`src/rtl/stream_mux_rr_if.sv`:
```
// stream_mux_rr_if: producer/consumer bundle for stream_mux_rr; xfer_count exists only with STREAM_MUX_STATS_EN.
interface stream_mux_rr_if #(
    parameter int N_CH  = 4,
    parameter int WIDTH = 8
);
    localparam int CHW = (N_CH > 2) ? $clog2(N_CH) : 1;
    logic [N_CH*WIDTH-1:0] in_data;
    logic [N_CH-1:0]       in_valid;
    logic [N_CH-1:0]       in_ready;
    logic [WIDTH-1:0]      out_data;
    logic [CHW-1:0]        out_chan;
    logic                  out_valid;
    logic                  out_ready;
`ifdef STREAM_MUX_STATS_EN
    logic [15:0]           xfer_count;
`endif
    modport slave (
        input  in_data, in_valid, out_ready,
        output in_ready, out_data, out_chan, out_valid
`ifdef STREAM_MUX_STATS_EN
        , output xfer_count
`endif
    );
    modport master (
        output in_data, in_valid, out_ready,
        input  in_ready, out_data, out_chan, out_valid
`ifdef STREAM_MUX_STATS_EN
        , input xfer_count
`endif
    );
endinterface

```
`src/rtl/stream_mux_rr.sv`:
```
// stream_mux_rr: N-channel valid/ready mux with one output register, fixed-priority or round-robin.
// Defining STREAM_MUX_STATS_EN adds a 16-bit wrapping output-transfer counter (xfer_count).
module stream_mux_rr #(
    parameter int N_CH        = 4,
    parameter int WIDTH       = 8,
    parameter int ROUND_ROBIN = 1
) (
    input logic clk,
    input logic rst,
    stream_mux_rr_if.slave bus
);
    localparam int CHW = (N_CH > 2) ? $clog2(N_CH) : 1;
    localparam logic [CHW-1:0] LAST = CHW'(N_CH - 1);
    logic [CHW-1:0]   ptr_q, ptr_d, chan_q, chan_d, sel, idx;
    logic [WIDTH-1:0] data_q, data_d;
    logic             valid_q, valid_d, any, slot_free, take;
    // Scan from the farthest candidate down so the one nearest ptr wins.
    always_comb begin
        sel = '0;
        idx = '0;
        any = 1'b0;
        for (int k = N_CH - 1; k >= 0; k--) begin
            idx = CHW'((int'(ptr_q) + k) % N_CH);
            if (bus.in_valid[idx]) begin
                sel = idx;
                any = 1'b1;
            end
        end
    end
    assign slot_free    = !valid_q || bus.out_ready;
    assign take         = slot_free && any;
    assign bus.in_ready = take ? (N_CH'(1) << sel) : '0;
    always_comb begin
        data_d  = take ? bus.in_data[int'(sel)*WIDTH +: WIDTH] : data_q;
        chan_d  = take ? sel : chan_q;
        valid_d = take || (valid_q && !bus.out_ready);
        ptr_d   = (ROUND_ROBIN != 0 && take) ? ((sel == LAST) ? '0 : sel + 1'b1) : ptr_q;
    end
    always_ff @(posedge clk or posedge rst) begin
        if (rst) begin
            data_q  <= '0;
            chan_q  <= '0;
            valid_q <= 1'b0;
            ptr_q   <= '0;
        end else begin
            data_q  <= data_d;
            chan_q  <= chan_d;
            valid_q <= valid_d;
            ptr_q   <= ptr_d;
        end
    end
    assign bus.out_data  = data_q;
    assign bus.out_chan  = chan_q;
    assign bus.out_valid = valid_q;
`ifdef STREAM_MUX_STATS_EN
    logic [15:0] cnt_q;
    always_ff @(posedge clk or posedge rst) begin
        if (rst) cnt_q <= '0;
        else     cnt_q <= (valid_q && bus.out_ready) ? cnt_q + 16'd1 : cnt_q;
    end
    assign bus.xfer_count = cnt_q;
`endif
endmodule

```
`src/flat_wrapper.sv`:
```
// flat-port wrapper written by rule: the top's interface ports become plain ports
module stream_mux_rr_flat 
#(
    parameter int N_CH        = 4,
    parameter int WIDTH       = 8,
    parameter int ROUND_ROBIN = 1
)
  (clk, rst, bus_in_data, bus_in_valid, bus_out_ready, bus_in_ready, bus_out_data, bus_out_chan, bus_out_valid);
  stream_mux_rr_if #(.N_CH(N_CH), .WIDTH(WIDTH)) bus_i ();
  input logic clk;
  input logic rst;
  input wire logic [$bits(bus_i.in_data)-1:0] bus_in_data;
  input wire logic [$bits(bus_i.in_valid)-1:0] bus_in_valid;
  input wire logic [$bits(bus_i.out_ready)-1:0] bus_out_ready;
  output wire logic [$bits(bus_i.in_ready)-1:0] bus_in_ready;
  output wire logic [$bits(bus_i.out_data)-1:0] bus_out_data;
  output wire logic [$bits(bus_i.out_chan)-1:0] bus_out_chan;
  output wire logic [$bits(bus_i.out_valid)-1:0] bus_out_valid;
  assign bus_i.in_data = bus_in_data;
  assign bus_i.in_valid = bus_in_valid;
  assign bus_i.out_ready = bus_out_ready;
  assign bus_in_ready = bus_i.in_ready;
  assign bus_out_data = bus_i.out_data;
  assign bus_out_chan = bus_i.out_chan;
  assign bus_out_valid = bus_i.out_valid;
  stream_mux_rr #(.N_CH(N_CH), .WIDTH(WIDTH), .ROUND_ROBIN(ROUND_ROBIN)) u_core (.clk(clk), .rst(rst), .bus(bus_i));
endmodule
```
`config.mk`:
```
export PLATFORM = sky130hd
export DESIGN_NAME = stream_mux_rr_flat
export DESIGN_NICKNAME = d
export VERILOG_FILES = /design/src/rtl/stream_mux_rr_if.sv /design/src/rtl/stream_mux_rr.sv /design/src/flat_wrapper.sv
export SDC_FILE = /design/constraint.sdc
export NUM_CORES = 1
export LEC_CHECK = 0
export ABC_CLOCK_PERIOD_IN_PS = 2600
export CAP_MARGIN = 25
export CORE_MARGIN = 2
export CORE_UTILIZATION = 38
export CTS_BUF_LIST = sky130_fd_sc_hd__clkbuf_8
export DETAILED_ROUTE_END_ITERATION = 7
export GPL_ROUTABILITY_DRIVEN = 0
export GPL_TIMING_DRIVEN = 0
export PLACE_DENSITY_LB_ADDON = 0.15
export RECOVER_POWER = 100
export SYNTH_ARGS = -nofsm -noshare
export SYNTH_HDL_FRONTEND = slang
export SYNTH_SLANG_ARGS = --single-unit
```
`constraint.sdc`:
```
create_clock -name clk -period 2.6 [get_ports clk]
set_input_delay 0.26 -clock clk [delete_from_list [all_inputs] [get_ports clk]]
set_output_delay 0.26 -clock clk [all_outputs]
set_load 0.005 [all_outputs]
```
== Yosys cells after proc, flatten, opt, wreduce, memory -nomap -nowiden ==
Cells that the tools add are included.
Word-level totals
  flip-flop bits (word level): 13
  bits of input ports: 39
  output and inout port bits: 15
  word-level logic and storage cells: 39
Operators by class
  add/sub/neg operators: 4
  $lt $le $gt $ge: 4
  eq/ne operators: 1
  shift operators: 2
  mux-type cells: 18
  reductions and logical operators: 6
Operators with widths (number)
  $shiftx 32x6->8: 1
  $lt 2x3->1 const B: 4
  $mux 2: 5
  $bmux 1 s2: 4
  $mux 1: 8
  $add 2x1->2 const B: 2
  $add 2x2->2 const B: 2
  $mux 4: 1
  $shl 1x2->4 const A: 1
  $eq 2x2->1 const B: 1
  $logic_and 1x1->1: 2
  $logic_not 1->1: 2
  $logic_or 1x1->1: 2

== Depth between registers and ports, before layout ==
Gate-level depths: netlist of run 1.
  word-level depth: 9
  gate-level depth with buffers: 9
  depth with buffers taken out: 7

== Least setup slack after synthesis of run 1 ==
Ideal clock, no wire load.
  path kind: reg2reg
  start: register u_core.ptr_q[1]
  end: register u_core.data_q[1] (netlist: u_core.bus.out_data[1])
  library setup time: 126 ps
  arrival time: 1699 ps
  path slack: 775 ps
  cell stages (with the launch flop): 8
  cell sequence: dfrtp_1 nand2b_1 a21o_1 buf_2 nand2_4 buf_6 mux2_4 a221o_1
Between the ends
  longest elaborated chain between the ends: 8
  elaborated cells on any way between the ends: 21
Ends and longest elaborated chain
  from (decl): line stream_mux_rr.sv:14  | logic [CHW-1:0] ptr_q, ptr_d, chan_q, chan_d, sel, idx;
  from (signal assigned): line stream_mux_rr.sv:49  | ptr_q <= ptr_d;
  $add 2x2->2: line stream_mux_rr.sv:23  | idx = CHW'((int'(ptr_q) + k) % N_CH);
  $bmux 1 s2: line stream_mux_rr.sv:24  | if (bus.in_valid[idx]) begin
  $mux 1 (implied by the code): line stream_mux_rr.sv:24
  $mux 2 or $mux 1 (tied branches) (4 in series): line stream_mux_rr.sv:24
  $shiftx 32x6->8 or $logic_and 1x1->1 (tied branches): line stream_mux_rr.sv:34, stream_mux_rr.sv:31
  to (signal assigned): line stream_mux_rr.sv:46  | data_q <= data_d;
  to (decl): line stream_mux_rr.sv:15  | logic [WIDTH-1:0] data_q, data_d;
Several ways; a longest one is shown, not always the timed one. The select of a mux whose other input is x is not followed.
A chain may end at the register's enable or synchronous reset.

== Worst setup path after layout of run 1 ==
  start: input port bus_in_valid[0]
  end: output port bus_in_ready[2]
Between the ends
  longest elaborated chain between the ends: 8
  elaborated cells on any way between the ends: 19
Ends and longest elaborated chain
  from (decl): line flat_wrapper.sv:13  | input wire logic [$bits(bus_i.in_valid)-1:0] bus_in_valid;
  $bmux 1 s2: line stream_mux_rr.sv:24
  $mux 1 (implied by the code): line stream_mux_rr.sv:24
  $mux 2 or $mux 1 (tied branches) (4 in series): line stream_mux_rr.sv:24
  $shl 1x2->4 or $logic_and 1x1->1 (tied branches): line stream_mux_rr.sv:32, stream_mux_rr.sv:31
  $mux 4 (*): line stream_mux_rr.sv:32  | assign bus.in_ready = take ? (N_CH'(1) << sel) : '0;
  to (decl): line flat_wrapper.sv:15  | output wire logic [$bits(bus_i.in_ready)-1:0] bus_in_ready;
Every way passes the cells marked *; elsewhere a longest branch is shown, timed or not. The select of a mux whose other input is x is not followed.

==> results.json, run 1 <==
{
  "cts_buffers": 3,
  "final_hold_viol_count": 0,
  "crit_path_start_kind": "input port",
  "fin_ws_ps": 54.1,
  "yosysWarnings": 0,
  "min_period_over_period": 0.979,
  "clkTransAtPathRegs_ps": 60,
  "synth_mux_area_frac": 0.138,
  "synth-simple-area-share": 0.166,
  "p_leak_uw": 0.000692,
  "cp.required_ps": 2340,
  "instances_no_fill": 181,
  "path_cells": "clkdlybuf4s50_1 > nor2_1 > a211oi_2 > buf_4 > nor3_4 > and2_2 > clkdlybuf4s50_1",
  "place_hpwl_um": 2040,
  "finalCriticalPeriod_ps": 2550,
  "diodes": 0,
  "slowest_delay_ps": 540,
  "end_kind": "primary output",
  "place_ws_ps": -228,
  "area_delta_synth_final_pct": 77.5,
  "drtIter0Drc": 20,
  "die-area_um2": 2770,
  "syn_inst": 90,
  "arrival_ps": 2290,
  "final_core_util": 0.715,
  "worstSetupPathType": "input port to primary output",
  "power_density_nw_per_um2": 759,
  "grt_util_all_layers": 0.226,
  "core_area_um2": 2230,
  "drive_gt1_frac": 0.222,
  "dr.pass1.iters": 4,
  "synthDistinctLibCells": 27,
  "io_buffers": 53,
  "clkLatencyLatePin_ps": 250,
  "rows": 17,
  "placedCellCount": 171,
  "clock-sinks": 13,
  "grt_max_degree": 14,
  "die_h_um": 52.7,
  "maxCapViolCount": 0,
  "ant_nets": 0,
  "timing.fmax_mhz": 393,
  "cts_tree": "yes",
  "synth_compound_area_frac": 0.287,
  "setup_violations": 0,
  "crit_top_cell": "clkdlybuf4s50_1",
  "ys_seq_elements": 13,
  "wire_per_inst_um": 15.4,
  "setup_tns_ps": 0,
  "drc": 0,
  "io-pin-count": 54,
  "cts_buffer_depth": 2,
  "htree_levels": 1,
  "cts-root-buf": "clkbuf_8",
  "synth_fp_nets": 130,
  "power_uw": 1210,
  "synthAdderAreaFrac": 0.0139,
  "num-nets-final": 194,
  "ir_drop_uv": 437,
  "initial_core_util": 0.403,
  "wirelength_um": 2780,
  "grt_pass1_wl_um": 4500,
  "synthesis.area_um2": 900,
  "crit_slowest_cell": "clkdlybuf4s50_1",
  "synth-xor-area-share": 0,
  "avgSynthCellArea_um2": 10.0,
  "slew_viol_final": 0,
  "synth_top_family_by_area": "compound AO/OA/AOI/OAI gates",
  "synth_top_area_cell": "dfrtp_1",
  "via_per_inst": 5.49,
  "relSlewSlack": 0.634,
  "hold_path.class": "input port to flip-flop",
  "tightest_slew_ps": 549,
  "fin_worst_skew_ps": 5.00,
  "routed-via-count": 993,
  "synth-seq-area-share": 0.362,
  "synth_area_leaders": "dfrtp_1 36%, mux2_4 10%, a221o_1 8.9%",
  "grt_pass1_vias": 1025,
  "critPathMaxFanout": 7,
  "yosysTopAreaCellShare": 0.362,
  "antenna_found_initial": 0,
  "status": "finished, final reports clean",
  "dieWidth_um": 52.7,
  "grt_overflow": 0
}
==> worst max-delay path, delay by kind of cell <==
kind / cells / cell delay (ps)
compound gates: 1 / 80
simple gates: 3 / 760
buf+inv: 3 / 1180
==> where the power goes <==
part | switching, uW | internal (uW) | total, uW
logic | 267 | 410 | 677
registers | 64.2 | 284 | 348
clock network | 82.3 | 105 | 187
==> layout by cell type, fill, tap and decap left out, drive strengths merged, types with 2 or more instances in the layout <==
| master | count |
|---|---|
| clkdlybuf4s50 | 48 |
| nor2 | 6 |
| mux2 | 9 |
| clkbuf | 4 |
| dfrtp | 13 |
| nand2b | 4 |
| a21oi | 9 |
| nand3 | 9 |
| buf | 8 |
| a21o | 2 |
| dlygate4sd2 | 2 |
| inv | 4 |
| a221o | 8 |
| nand2 | 4 |
| dlymetal6s2s | 2 |
| o21ai | 9 |
==> worst paths after layout <==
path / startpoint / end / slack (ps) / cells past startpoint
hold reg to reg: u_core.bus.out_chan[1]$_DFFE_PP0P_ / u_core.bus.out_chan[1]$_DFFE_PP0P_ / 480 / 1
min in group asynchronous: rst / u_core.bus.out_data[4]$_DFFE_PP0P_ / 490 / 2
hold / removal: bus_in_valid[1] / u_core.bus.out_valid$_DFF_PP0_ / 480 / 3
setup reg to reg: u_core.ptr_q[1]$_DFFE_PP0P_ / u_core.bus.out_data[6]$_DFFE_PP0P_ / 650 / 7
max in group asynchronous: rst / u_core.ptr_q[0]$_DFFE_PP0P_ / 1710 / 2
setup / recovery: bus_in_valid[0] / bus_in_ready[2] / 50 / 7
==> per-layer routing <==
metal  part of all wire  track usage
met1               0.42        0.258
met4              0.017        0.107
met3              0.055       0.0400
met5                  0            0
met2               0.50        0.400
==> Yosys cell counts <==
cell type	count
o41ai_2	1
clkbuf_1	1
nand3_1	9
and2_2	1
a21o_1	2
o21ai_0	9
and3b_1	1
nand2_1	3
inv_1	3
o31ai_1	1
a31o_2	1
buf_6	1
nand2b_1	4
mux2_2	3
buf_2	1
ha_1	1
dfrtp_1	13
a211oi_1	1
o21bai_2	1
nor3_2	1
nor3b_1	1
nand2_4	1
a31oi_4	1
mux2_4	6
nor2_1	6
a21oi_1	9
a221o_1	8
==> timing repair <==
item / CTS / global route
resized for setup: 6 / 8
hold buffers: 0 / 0
pin swaps: 3 / 3
endpoints found under the setup margin: 4 / 3
setup buffers: 3 / 3
==> state kept, by name (all words and copies together), names as in the netlist <==
signal / count
u_core.bus.out_data: 8
u_core.bus.out_chan: 2
u_core.ptr_q: 2
u_core.bus.out_valid: 1
==> metrics by stage <==
step           hold slack (ps)  area (um^2)
2_1_floorplan              137          900
6_report                   484         1600
3_5_place_dp               474         1470
5_1_grt                    504         1600
4_1_cts                    377         1560
3_3_place_gp               464         1470
==> kinds of logic after synthesis <==
family | after synthesis
AOI/OAI and AO/OA | 34
adders and majority gates | 1
buffers and inverters | 6
DFF | 13
muxes | 9
and+or+nand+nor | 27
==> final cells by class <==
| class | count | area, um^2 |
|---|---|---|
| well taps | 28 | 35.0 |
| repair buffers | 59 | 578 |
| fillers | 169 | 637 |
| plain buffers | 3 | 22.5 |
| inverters | 3 | 11.3 |
| clock buffers | 3 | 41.3 |
| flip-flops and latches | 13 | 328 |
| multi-input cells | 71 | 577 |
| clock inverters | 1 | 3.75 |
Power figures use the tool's default switching activity.
==> run 2: changes to the inputs <==
--- a/config.mk
+++ b/config.mk
@@ -8,9 +8,11 @@
 export ABC_CLOCK_PERIOD_IN_PS = 2600
 export CAP_MARGIN = 25
 export CORE_MARGIN = 2
-export CORE_UTILIZATION = 38
+export CORE_UTILIZATION = 45
 export CTS_BUF_LIST = sky130_fd_sc_hd__clkbuf_8
+export CTS_CLUSTER_SIZE = 16
 export DETAILED_ROUTE_END_ITERATION = 7
+export DONT_BUFFER_PORTS = 1
 export GPL_ROUTABILITY_DRIVEN = 0
 export GPL_TIMING_DRIVEN = 0
 export PLACE_DENSITY_LB_ADDON = 0.15
==> run 2 against run 1 <==
Net effect:
- core utilization shrank 22 points
- global-route usage fell by 2.9 points
- clock skew down 4.2 ps
- critical path depth is 1 higher
- sequential share of layout area up 14 points
- routed wire length shrank 20%
- first-iteration DRC count shrank 25%
- non-clock buffer count fell by 58
- power shrank 25%
- final cell count is 33% lower
- critical endpoint is now bus_in_ready[3]
- largest cell class is now multi-input combinational cells
==> results.json, run 2 (same netlist as run 1, synthesis figures left out) <==
{
  "dr.pass1.iters": 4,
  "reg2reg_to": "u_core.bus.out_data[5]$_DFFE_PP0P_",
  "cp.required_ps": 2340,
  "via_per_inst": 6.10,
  "antenna_found_initial": 0,
  "clock-sinks": 13,
  "rows": 16,
  "htree_levels": 1,
  "dieWidth_um": 48.7,
  "grt_max_degree": 14,
  "die-area_um2": 2370,
  "finalCriticalPeriod_ps": 2350,
  "fin_area_um2": 955,
  "slew_viol_final": 0,
  "die_h_um": 48.7,
  "hold_ws_ps": 144,
  "place_hpwl_um": 1630,
  "p_leak_uw": 0.000395,
  "arrival_ps": 2090,
  "drc": 0,
  "fin_worst_skew_ps": 0.802,
  "final_hold_viol_count": 0,
  "tightest_slew_ps": 814,
  "status": "finished, final reports clean",
  "clkLatencyLatePin_ps": 250,
  "ir_drop_uv": 567,
  "worstSetupPathType": "flip-flop to primary output",
  "instances_no_fill": 122,
  "end_kind": "primary output",
  "grt_overflow": 0,
  "area_delta_synth_final_pct": 6.12,
  "crit_path_start_kind": "flip-flop",
  "initial_core_util": 0.468,
  "r2r_cells": 6,
  "setup_tns_ps": 0,
  "timing.fmax_mhz": 425,
  "critPathMaxFanout": 10,
  "drive_gt1_frac": 0.137,
  "layout_common_cells": "13 x dfrtp_1, 9 x nand3_1, 9 x a21oi_1, 9 x o21ai_0, 8 x a221o_1",
  "io-pin-count": 54,
  "min_from": "bus_in_valid[0]",
  "holdPathEnd": "u_core.bus.out_valid$_DFF_PP0_",
  "setup_violations": 0,
  "clkTransAtPathRegs_ps": 60,
  "num-nets-final": 136,
  "power_density_nw_per_um2": 950,
  "wirelength_um": 2220,
  "hold_path.class": "input port to flip-flop",
  "wire_per_inst_um": 18.2,
  "grt_util_all_layers": 0.197,
  "grt_pass1_wl_um": 3620,
  "ant_nets": 0,
  "cts_buffer_depth": 2,
  "grt_pass1_vias": 753,
  "cts_resized": 0,
  "diodes": 0,
  "largest_reg_flops": 8,
  "placedCellCount": 117,
  "cts_tree": "yes",
  "core_area_um2": 1920,
  "cts_buffers": 3,
  "drtIter0Drc": 15,
  "cts-root-buf": "clkbuf_8",
  "maxCapViolCount": 0,
  "final_common_cell": "dfrtp_1",
  "grt_setup_unrepaired": "no",
  "rrSetupSlack_ps": 470,
  "r2r-start": "u_core.ptr_q[1]$_DFFE_PP0P_",
  "relSlewSlack": 0.457,
  "io_buffers": 0,
  "min_period_over_period": 0.905,
  "holdPathStages": 2,
  "routed-via-count": 744,
  "placed_cell_area_um2": 933
}
-- run 2: final cells by class --
type	instances	area (um^2)
timing repair buffer	1	10.0
inverter	3	11.3
fill	199	967
buffer	3	20.0
tap	27	33.8
clock buffer	3	41.3
clock inverter	1	3.75
sequential	13	325
multi-input combinational	71	509
-- run 2: worst max path at each step --
| stage | start | to | slack (ps) | cells past startpoint |
|---|---|---|---|---|
| floorplan | u_core.ptr_q[1]$_DFFE_PP0P_ | u_core.bus.out_data[1]$_DFFE_PP0P_ | 780 | 7 |
| global placement | u_core.ptr_q[1]$_DFFE_PP0P_ | u_core.bus.out_data[1]$_DFFE_PP0P_ | 620 | 6 |
| finish | u_core.ptr_q[1]$_DFFE_PP0P_ | bus_in_ready[3] | 250 | 8 |
| detailed placement | u_core.ptr_q[1]$_DFFE_PP0P_ | u_core.bus.out_data[5]$_DFFE_PP0P_ | 610 | 6 |
| global route | u_core.ptr_q[1]$_DFFE_PP0P_ | bus_in_ready[3] | 130 | 8 |
| CTS | u_core.ptr_q[1]$_DFFE_PP0P_ | bus_in_ready[3] | 350 | 8 |
-- run 2: timing repair --
action	4_1_cts	5_1_grt
endpoints found under the hold margin	13	0
buffers inserted	0	0
hold buffers	1	0
-- run 2: metrics by stage --
stage	total power, uW	util	setup WS (ps)
floorplan	674	-	775
global placement	748	0.486	623
detailed placement	758	0.486	606
CTS	944	0.514	348
global route	973	0.497	125
finish	907	0.497	246
-- run 2: where the power goes --
| part | total, uW | switching, uW | internal, uW |
|---|---|---|---|
| sequential | 357 | 75.2 | 282 |
| clock | 184 | 79.3 | 105 |
| combinational | 366 | 196 | 170 |
-- run 2: routing by layer --
layer  global-route usage  wire (um)  up-vias
li1                     -          -      355
met1                0.251        947      345
met2                0.313       1020       39
met3               0.0617        219        5
met4               0.0714         32        0
met5                    0          0        -
-- run 2: critical path, cell delays in order (launching register included) --
cell	delay, ps
dfrtp_1	440
nand2b_1	220
a31oi_4	330
nand2_1	190
buf_6	190
inv_1	100
ha_1	170
inv_1	40
nor2_1	160
